==> config.mk <==
export PLATFORM = sky130hd
export DESIGN_NAME = mac_req_sequencer
export DESIGN_NICKNAME = d
export VERILOG_FILES = /design/src/rtl/mac_req_sequencer.sv
export SDC_FILE = /design/constraint.sdc
export NUM_CORES = 1
export LEC_CHECK = 0
export ABC_AREA = 1
export ABC_CLOCK_PERIOD_IN_PS = 2000
export CAP_MARGIN = 5
export CORE_AREA = 2 2 79 81
export CTS_CLUSTER_DIAMETER = 50
export DETAILED_ROUTE_END_ITERATION = 12
export DIE_AREA = 0 0 81 83
export PLACE_DENSITY = 0.84
export RECOVER_POWER = 25
export SLEW_MARGIN = 0
export SYNTH_ARGS = -nofsm -noshare
export SYNTH_HDL_FRONTEND = slang
export SYNTH_SLANG_ARGS = --single-unit
==> constraint.sdc <==
create_clock -name clk -period 2 [get_ports clk]
set_input_delay 0.6 -clock clk [delete_from_list [all_inputs] [get_ports clk]]
set_output_delay 0.6 -clock clk [all_outputs]
set_load 0.03 [all_outputs]
==> src/rtl/mac_req_sequencer.sv <==
// -----------------------------------------------------------------------------
// mac_req_sequencer
//
// Purpose:
//   Round-robin scheduler that lets two host-side requesters share one MAC
//   frame input interface. A grant latches the winner's operands, drives the
//   two-cycle byte protocol (Data A + control, then Data B), waits RESULT_LAT
//   cycles, samples the MAC result/overflow and returns them to the winner with
//   a one-cycle response pulse.
//
// Parameters:
//   RESULT_LAT          cycles spent in WAIT before mac_result is sampled (1..15)
//
// Ports:
//   clk                 clock
//   rst_n               asynchronous active-low reset
//   req[1:0]            request per requester (bit i = requester i)
//   req_a[15:0]         Data A operands, [7:0] requester 0, [15:8] requester 1
//   req_b[15:0]         Data B operands, same packing
//   req_clr[1:0]        clear_and_mult per requester
//   req_signed[1:0]     signed_mode per requester
//   resp_valid[1:0]     one-hot, one-cycle response pulse to the granted requester
//   resp_result[15:0]   sampled MAC result, held until the next response
//   resp_overflow       sampled MAC overflow, held
//   resp_error          1 = no frame_valid seen during WAIT, held
//   busy                high in every state except IDLE
//   frame_cnt[7:0]      completed frames, wraps 255 -> 0
//   mac_enable          input-interface enable
//   mac_data[7:0]       byte to the input interface
//   mac_clear_and_mult  control, valid in the SEND_A cycle
//   mac_signed_mode     control, valid in the SEND_A cycle
//   mac_frame_valid     frame-complete pulse from the input interface
//   mac_result[15:0]    MAC result
//   mac_overflow        MAC overflow
// -----------------------------------------------------------------------------
module mac_req_sequencer #(
   parameter int RESULT_LAT = 2
) (
   input  logic        clk,
   input  logic        rst_n,
   input  logic [1:0]  req,
   input  logic [15:0] req_a,
   input  logic [15:0] req_b,
   input  logic [1:0]  req_clr,
   input  logic [1:0]  req_signed,
   output logic [1:0]  resp_valid,
   output logic [15:0] resp_result,
   output logic        resp_overflow,
   output logic        resp_error,
   output logic        busy,
   output logic [7:0]  frame_cnt,
   output logic        mac_enable,
   output logic [7:0]  mac_data,
   output logic        mac_clear_and_mult,
   output logic        mac_signed_mode,
   input  logic        mac_frame_valid,
   input  logic [15:0] mac_result,
   input  logic        mac_overflow
);

   typedef enum logic [2:0] {
      IDLE   = 3'd0,
      SEND_A = 3'd1,
      SEND_B = 3'd2,
      WAIT   = 3'd3,
      DONE   = 3'd4
   } state_t;

   // Value of the wait counter in the final WAIT cycle.
   localparam logic [3:0] LAST_WAIT = 4'(RESULT_LAT - 1);

   state_t      state_reg;
   logic        grant_reg;
   logic        last_grant_reg;
   logic [7:0]  b_reg;
   logic [3:0]  wait_cnt_reg;
   logic        fv_seen_reg;
   logic        grant_next;

   // Per-requester operand lanes, indexed by requester number.
   logic [7:0]  lane_a   [0:1];
   logic [7:0]  lane_b   [0:1];
   logic        lane_clr [0:1];
   logic        lane_sgn [0:1];

   for (genvar gi = 0; gi < 2; gi++) begin : g_lane
      assign lane_a[gi]   = req_a[8*gi +: 8];
      assign lane_b[gi]   = req_b[8*gi +: 8];
      assign lane_clr[gi] = req_clr[gi];
      assign lane_sgn[gi] = req_signed[gi];
   end

   // Single requester wins outright; on a tie the one not served last wins.
   always_comb begin
      grant_next = 1'b0;
      case (req)
         2'b01:   grant_next = 1'b0;
         2'b10:   grant_next = 1'b1;
         default: grant_next = ~last_grant_reg;
      endcase
   end

   always_ff @(posedge clk or negedge rst_n) begin
      if (!rst_n) begin
         state_reg          <= IDLE;
         grant_reg          <= 1'b0;
         last_grant_reg     <= 1'b1;
         b_reg              <= 8'd0;
         wait_cnt_reg       <= 4'd0;
         fv_seen_reg        <= 1'b0;
         resp_valid         <= 2'b00;
         resp_result        <= 16'd0;
         resp_overflow      <= 1'b0;
         resp_error         <= 1'b0;
         busy               <= 1'b0;
         frame_cnt          <= 8'd0;
         mac_enable         <= 1'b0;
         mac_data           <= 8'd0;
         mac_clear_and_mult <= 1'b0;
         mac_signed_mode    <= 1'b0;
      end else begin
         // The response is a single-cycle pulse unless re-asserted below.
         resp_valid <= 2'b00;

         case (state_reg)
            IDLE: begin
               if (req != 2'b00) begin
                  // The SEND_A output registers double as the latched
                  // Data A / control of the winner; only Data B needs a
                  // separate holding register.
                  grant_reg          <= grant_next;
                  b_reg              <= lane_b[grant_next];
                  mac_enable         <= 1'b1;
                  mac_data           <= lane_a[grant_next];
                  mac_clear_and_mult <= lane_clr[grant_next];
                  mac_signed_mode    <= lane_sgn[grant_next];
                  busy               <= 1'b1;
                  state_reg          <= SEND_A;
               end
            end

            SEND_A: begin
               mac_data           <= b_reg;
               mac_clear_and_mult <= 1'b0;
               mac_signed_mode    <= 1'b0;
               state_reg          <= SEND_B;
            end

            SEND_B: begin
               mac_enable   <= 1'b0;
               mac_data     <= 8'd0;
               fv_seen_reg  <= 1'b0;
               wait_cnt_reg <= 4'd0;
               state_reg    <= WAIT;
            end

            WAIT: begin
               fv_seen_reg  <= fv_seen_reg | mac_frame_valid;
               wait_cnt_reg <= wait_cnt_reg + 4'd1;
               if (wait_cnt_reg == LAST_WAIT) begin
                  // A frame_valid arriving in this very cycle still counts.
                  resp_result   <= mac_result;
                  resp_overflow <= mac_overflow;
                  resp_error    <= ~(fv_seen_reg | mac_frame_valid);
                  resp_valid    <= 2'b01 << grant_reg;
                  state_reg     <= DONE;
               end
            end

            DONE: begin
               last_grant_reg <= grant_reg;
               frame_cnt      <= frame_cnt + 8'd1;
               busy           <= 1'b0;
               state_reg      <= IDLE;
            end

            default: begin
               mac_enable <= 1'b0;
               mac_data   <= 8'd0;
               busy       <= 1'b0;
               state_reg  <= IDLE;
            end
         endcase
      end
   end

endmodule

---- Word-level counts from Yosys, hierarchy flattened ----
Index checks and enable logic that the tools add are counted.
cells by class
  add/sub/neg operators ................... 2
  mux-type cells .......................... 29
  bitwise logic cells ..................... 7
  reductions and logical operators ........ 14
  magnitude comparators ................... 1
  shift-type cells ........................ 1
  eq/ne operators ......................... 9
operator list
  operator                                              count
  two-way mux 8 bit                                     7
  case mux 8 bit (3 select lines)                       1
  AND reduction 2 bit                                   7
  case mux 1 bit (2 select lines)                       6
  case mux 3 bit (4 select lines)                       1
  two-way mux 1 bit                                     9
  adder 8 x 1 -> 8 bit (second input constant)          1
  case mux 4 bit (2 select lines)                       1
  equality test 3 x 2 -> 1 bit (second input constant)  2
  two-way mux 3 bit                                     2
  nonzero test 2 bit                                    3
  OR reduction 3 bit                                    2
  inverter 1 bit                                        5
  adder 4 x 1 -> 4 bit (second input constant)          1
  equality test 4 x 1 -> 1 bit (second input constant)  1
  two-way mux 2 bit                                     2
  inequality test 2 bit (second input constant)         2
  equality test 3 x 1 -> 1 bit (second input constant)  1
  equality test 3 bit (second input constant)           1
  logical NOT 3 bit                                     1
  equality test 2 x 1 -> 1 bit (second input constant)  1
  equality test 2 bit (second input constant)           1
  >= comparator 2 bit (second input constant)           1
  inverter 1 -> 2 bit                                   1
  3 further kinds                                       3
storage, ports and cells
  bits of input ports ..................... 58
  bits in registers ....................... 58
  word-level logic and storage cells ...... 79
  output and inout bits ................... 40

---- Depth between registers and ports, before layout ----
  word-level depth ........................ 8
  gate-level depth with buffers ........... 9
  depth with buffers taken out ............ 9

---- Least setup slack after synthesis ----
Ideal clock, no wire load.
  path type ............................... input-to-reg
  from .................................... input port req[0]
  to ...................................... register b_reg[1]
  setup time .............................. 124 ps
  data required time ...................... 1876 ps
  cell stages on the path ................. 8
  path buffers ............................ 1
  setup slack ............................. 211 ps
  arrival ................................. 1665 ps
  cells stage by stage .................... inv_1 -> ha_1 -> inv_1 -> nand2_1 -> nand2_1 -> clkbuf_1 -> o211ai_1 -> nand2_1
between the ends
  longest elaborated chain between the ends .. 6
  elaborated cells on any way between the ends .. 9
  classes of those cells .................. eq/ne: 2; mux: 4; bitwise: 1; reduce/logical: 2
ends and longest elaborated chain
  item                                                                        line  RTL
  from (decl)                                                                 41    input logic [1:0] req,
  equality test 2 bit / equality test 2 x 1 -> 1 bit (equally long branches)  96    case (req)
  case mux 1 bit (2 select lines)                                             96
  inverter 1 -> 2 bit (not written as such)                                   132   b_reg <= lane_b[grant_next];
  two-way mux 8 bit (not written as such) (3 in a row)                        132
  to (signal assigned)                                                        132
  to (decl)                                                                   75    logic [7:0] b_reg;
Parallel ways exist; a longest one is shown, timed or not. The select of a mux whose other input is x is not followed.
A chain may end at the register's enable or synchronous reset.

---- Worst setup path in the final report ----
  from .................................... register resp_result[4]
  to ...................................... output port resp_result[4]
RTL lines
  item                    line  RTL
  from (decl)             47    output logic [15:0] resp_result,
  from (signal assigned)  162   resp_result <= mac_result;
No word-level cell between the ends.

==> flow_metrics.env <==
export IMPL_row_count=28
export IMPL_dr_pass1_iters=4
export IMPL_synth_adder_area_share_pct=2.24
export IMPL_largest_register="resp_result"
export IMPL_die_w_um=81
export IMPL_areaGrowthSynthToFinish_pct=50.1
export IMPL_crit_path_end_kind="output pin"
export IMPL_synth_top_family_by_area="simple AND/OR/NAND/NOR gates"
export IMPL_min_path_cells=1
export IMPL_diodes=0
export IMPL_r2r_end="resp_result[7]"
export IMPL_power_mw=6.16
export IMPL_grt_pass1_vias=2655
export IMPL_slowest_delay_ns=0.68
export IMPL_crit_path_end="resp_result[4]"
export IMPL_worst_path_buf_inv=1
export IMPL_ys_types=24
export IMPL_core_area_mm2=0.00582
export IMPL_clock_sinks=58
export IMPL_hold_viol=0
export IMPL_synth_xor_area_share_pct=1.25
export IMPL_ff2ff_setup_slack_ns=0.55
export IMPL_synth_top_area_share_pct=51.0
export IMPL_powerDensity_mw_per_mm2=1470
export IMPL_ys_warn_count=0
export IMPL_final_fill_count=464
export IMPL_die_area_mm2=0.00672
export IMPL_final_common_cell="nand2_1"
export IMPL_grt_pass1_wl_um=11800
export IMPL_port_buffers=97
export IMPL_ys_ff_latch=58
export IMPL_cp_start_kind="flip-flop"
export IMPL_path_depth=1
export IMPL_final_setup_skew_ns=0.00518
export IMPL_cp_slowest_cell="clkdlybuf4s50_1"
export IMPL_htreeDepth=3
export IMPL_drt_total_wl_um=7040
export IMPL_whs_ns=0.428
export IMPL_finalMaxSlewViolations=0
export IMPL_nNetsFinal=526
export IMPL_place_inst=527
export IMPL_clockRootBuffer="clkbuf_8"
export IMPL_grt_max_degree=59
export IMPL_fin_crit_sh_pct=98.5
export IMPL_dp_hpwl_um=5100
export IMPL_final_layout_size_suffix_gt1_share_pct=9.40
export IMPL_peakVddDrop_uv=1010
export IMPL_tightest_slew_ns=1.40
export IMPL_avgRoutedWirePerCell_um=13.0
export IMPL_rr_startpoint="wait_cnt_reg[1]"
export IMPL_synth_area_leaders="dfrtp_1, nand2_1, inv_1"
export IMPL_p_leak_nw=2.44
export IMPL_gp_congestion=0.884
export IMPL_syn_area_mm2=0.00280
export IMPL_hold_class="reg -> reg"
export IMPL_cts_tree="done"
export IMPL_largest_reg_flops=16
export IMPL_synthFlopType="dfrtp_1"
export IMPL_worst_endpoint_required_ns=1.40
export IMPL_maxCapViolCount=0
export IMPL_arrival_ns=1.37
export IMPL_netlist_instances=350
export IMPL_hold_buffers=0
export IMPL_setup_slack_ns=0.0301
export IMPL_critPathTopFamily="buffers and inverters"
export IMPL_instances_no_fill=543
export IMPL_critical_path_class="reg -> out"
export IMPL_cts_setup_buffers=0
export IMPL_relSlewSlack_pct=6.89
export IMPL_status="completed"
export IMPL_drtAntennaViolNets=0
export IMPL_r2r_cells=8
export IMPL_multi_input_area_mm2=0.00115
export IMPL_synth_area_per_cell_um2=7.99
export IMPL_grt_ovfl_total=0
export IMPL_synth_compound_area_share_pct=5.32
export IMPL_muxShareOfSynthArea_pct=0
export IMPL_path_max_fanout=2
export IMPL_antenna_found_initial=0
export IMPL_initial_utilization_pct=48.1
export IMPL_drcViolationCount=0
export IMPL_wirelength_met1_um=2950
export IMPL_max_clock_freq_ghz=0.508
export IMPL_worstSkewPairLatency_ns=0.33
export IMPL_cts_buffer_depth=2
export IMPL_seqCellArea_mm2=0.00145
export IMPL_final_cell_mix="nand2_1, clkdlybuf4s50_1, dfrtp_1"
export IMPL_grt_usage_pct=22.3
export IMPL_cts_buffers=9
export IMPL_cts_resized_gates=11
export IMPL_top_layer_used="met4"
export IMPL_fin_crit_ns=1.97
export IMPL_wl_met3_um=685
export IMPL_num_vias=2635
export IMPL_place_ws_ns=-0.210
export IMPL_wl_met2_um=3260
export IMPL_seq_area_frac_synth_pct=51.9
export IMPL_crit_chain="clkdlybuf4s50_1"
export IMPL_ios=98
export IMPL_clk_pin_slew_ns=0.07
export IMPL_synth_edf_count=0
export IMPL_die_h_um=83
export IMPL_setup_viol=0
export IMPL_synth_top_cell_by_area="dfrtp_1"
export IMPL_syn_nets=413
export IMPL_synthSimpleGateAreaFrac_pct=32.2
export IMPL_crit_start="resp_result[4]"
export IMPL_async_flop_share_pct=100
export IMPL_viasPerCell=4.85
export IMPL_hold_path_startpoint="grant_reg"
export IMPL_drtIter0Drc=148
layer usage:
metal | track usage (%) | vias to the layer above
met5 | 0 | -
met4 | 9.71 | 0
met3 | 7.93 | 15
met2 | 34.4 | 101
met1 | 28.0 | 1205
li1 | - | 1314
cell type report:
class / instances / area share [%]
Clock buffer: 9 / 2.95
Sequential cell: 58 / 34.6
Clock inverter: 7 / 2.80
Timing Repair Buffer: 109 / 26.4
Inverter: 42 / 3.75
Tap cell: 75 / 2.23
Multi-Input combinational cell: 243 / 27.3
worst min path at each step:
| stage | endpoint | slack [ns] |
|---|---|---|
| floorplan | b_reg[0] | 0.30 |
| global placement | resp_valid[0] | 0.42 |
| detailed placement | resp_valid[0] | 0.43 |
| CTS | resp_result[13] | 0.26 |
| global route | resp_valid[0] | 0.46 |
| finish | resp_valid[0] | 0.43 |
stage by stage:
step / TNS (ns) / instance area, um^2 / util, %
after floorplan: 0 / 2800 / -
after global placement: -4.58 / 3930 / 67.6
after detailed placement: -5.55 / 3930 / 67.6
after CTS: 0 / 4160 / 71.5
after global routing: -0.00242 / 4200 / 72.2
final: 0 / 4200 / 72.2
kinds of logic after synthesis:
logic type      count (synthesis)
compound gates                 23
fa+ha+maj                       5
xor+xnor                        4
flops                          58
buf+inv                        49
simple gates                  211
synth_stat cells, types with 5 or more instances:
master,count
o21ai_0,6
buf_2,5
inv_2,5
nand2_1,161
nand3_1,22
o211ai_1,11
ha_1,5
nor2_1,8
inv_1,37
nand3b_1,10
dfrtp_1,57
power breakdown:
part           internal, mW  total [mW]  switching, mW  leakage, nW
Combinational          1.09        2.87           1.78         1.59
Sequential             1.66        1.97          0.312        0.737
Clock                 0.824        1.31          0.488        0.111
Total                  3.58        6.16           2.58         2.44
worst register-to-register path, delay by kind of cell (launching register included):
family | cells | cell delay (ns)
adders and majority gates | 1 | 0.13
buffers and inverters | 2 | 0.34
DFF | 1 | 0.40
and+or+nand+nor | 5 | 0.52
Note: power is estimated with default switching activity, not from simulation.
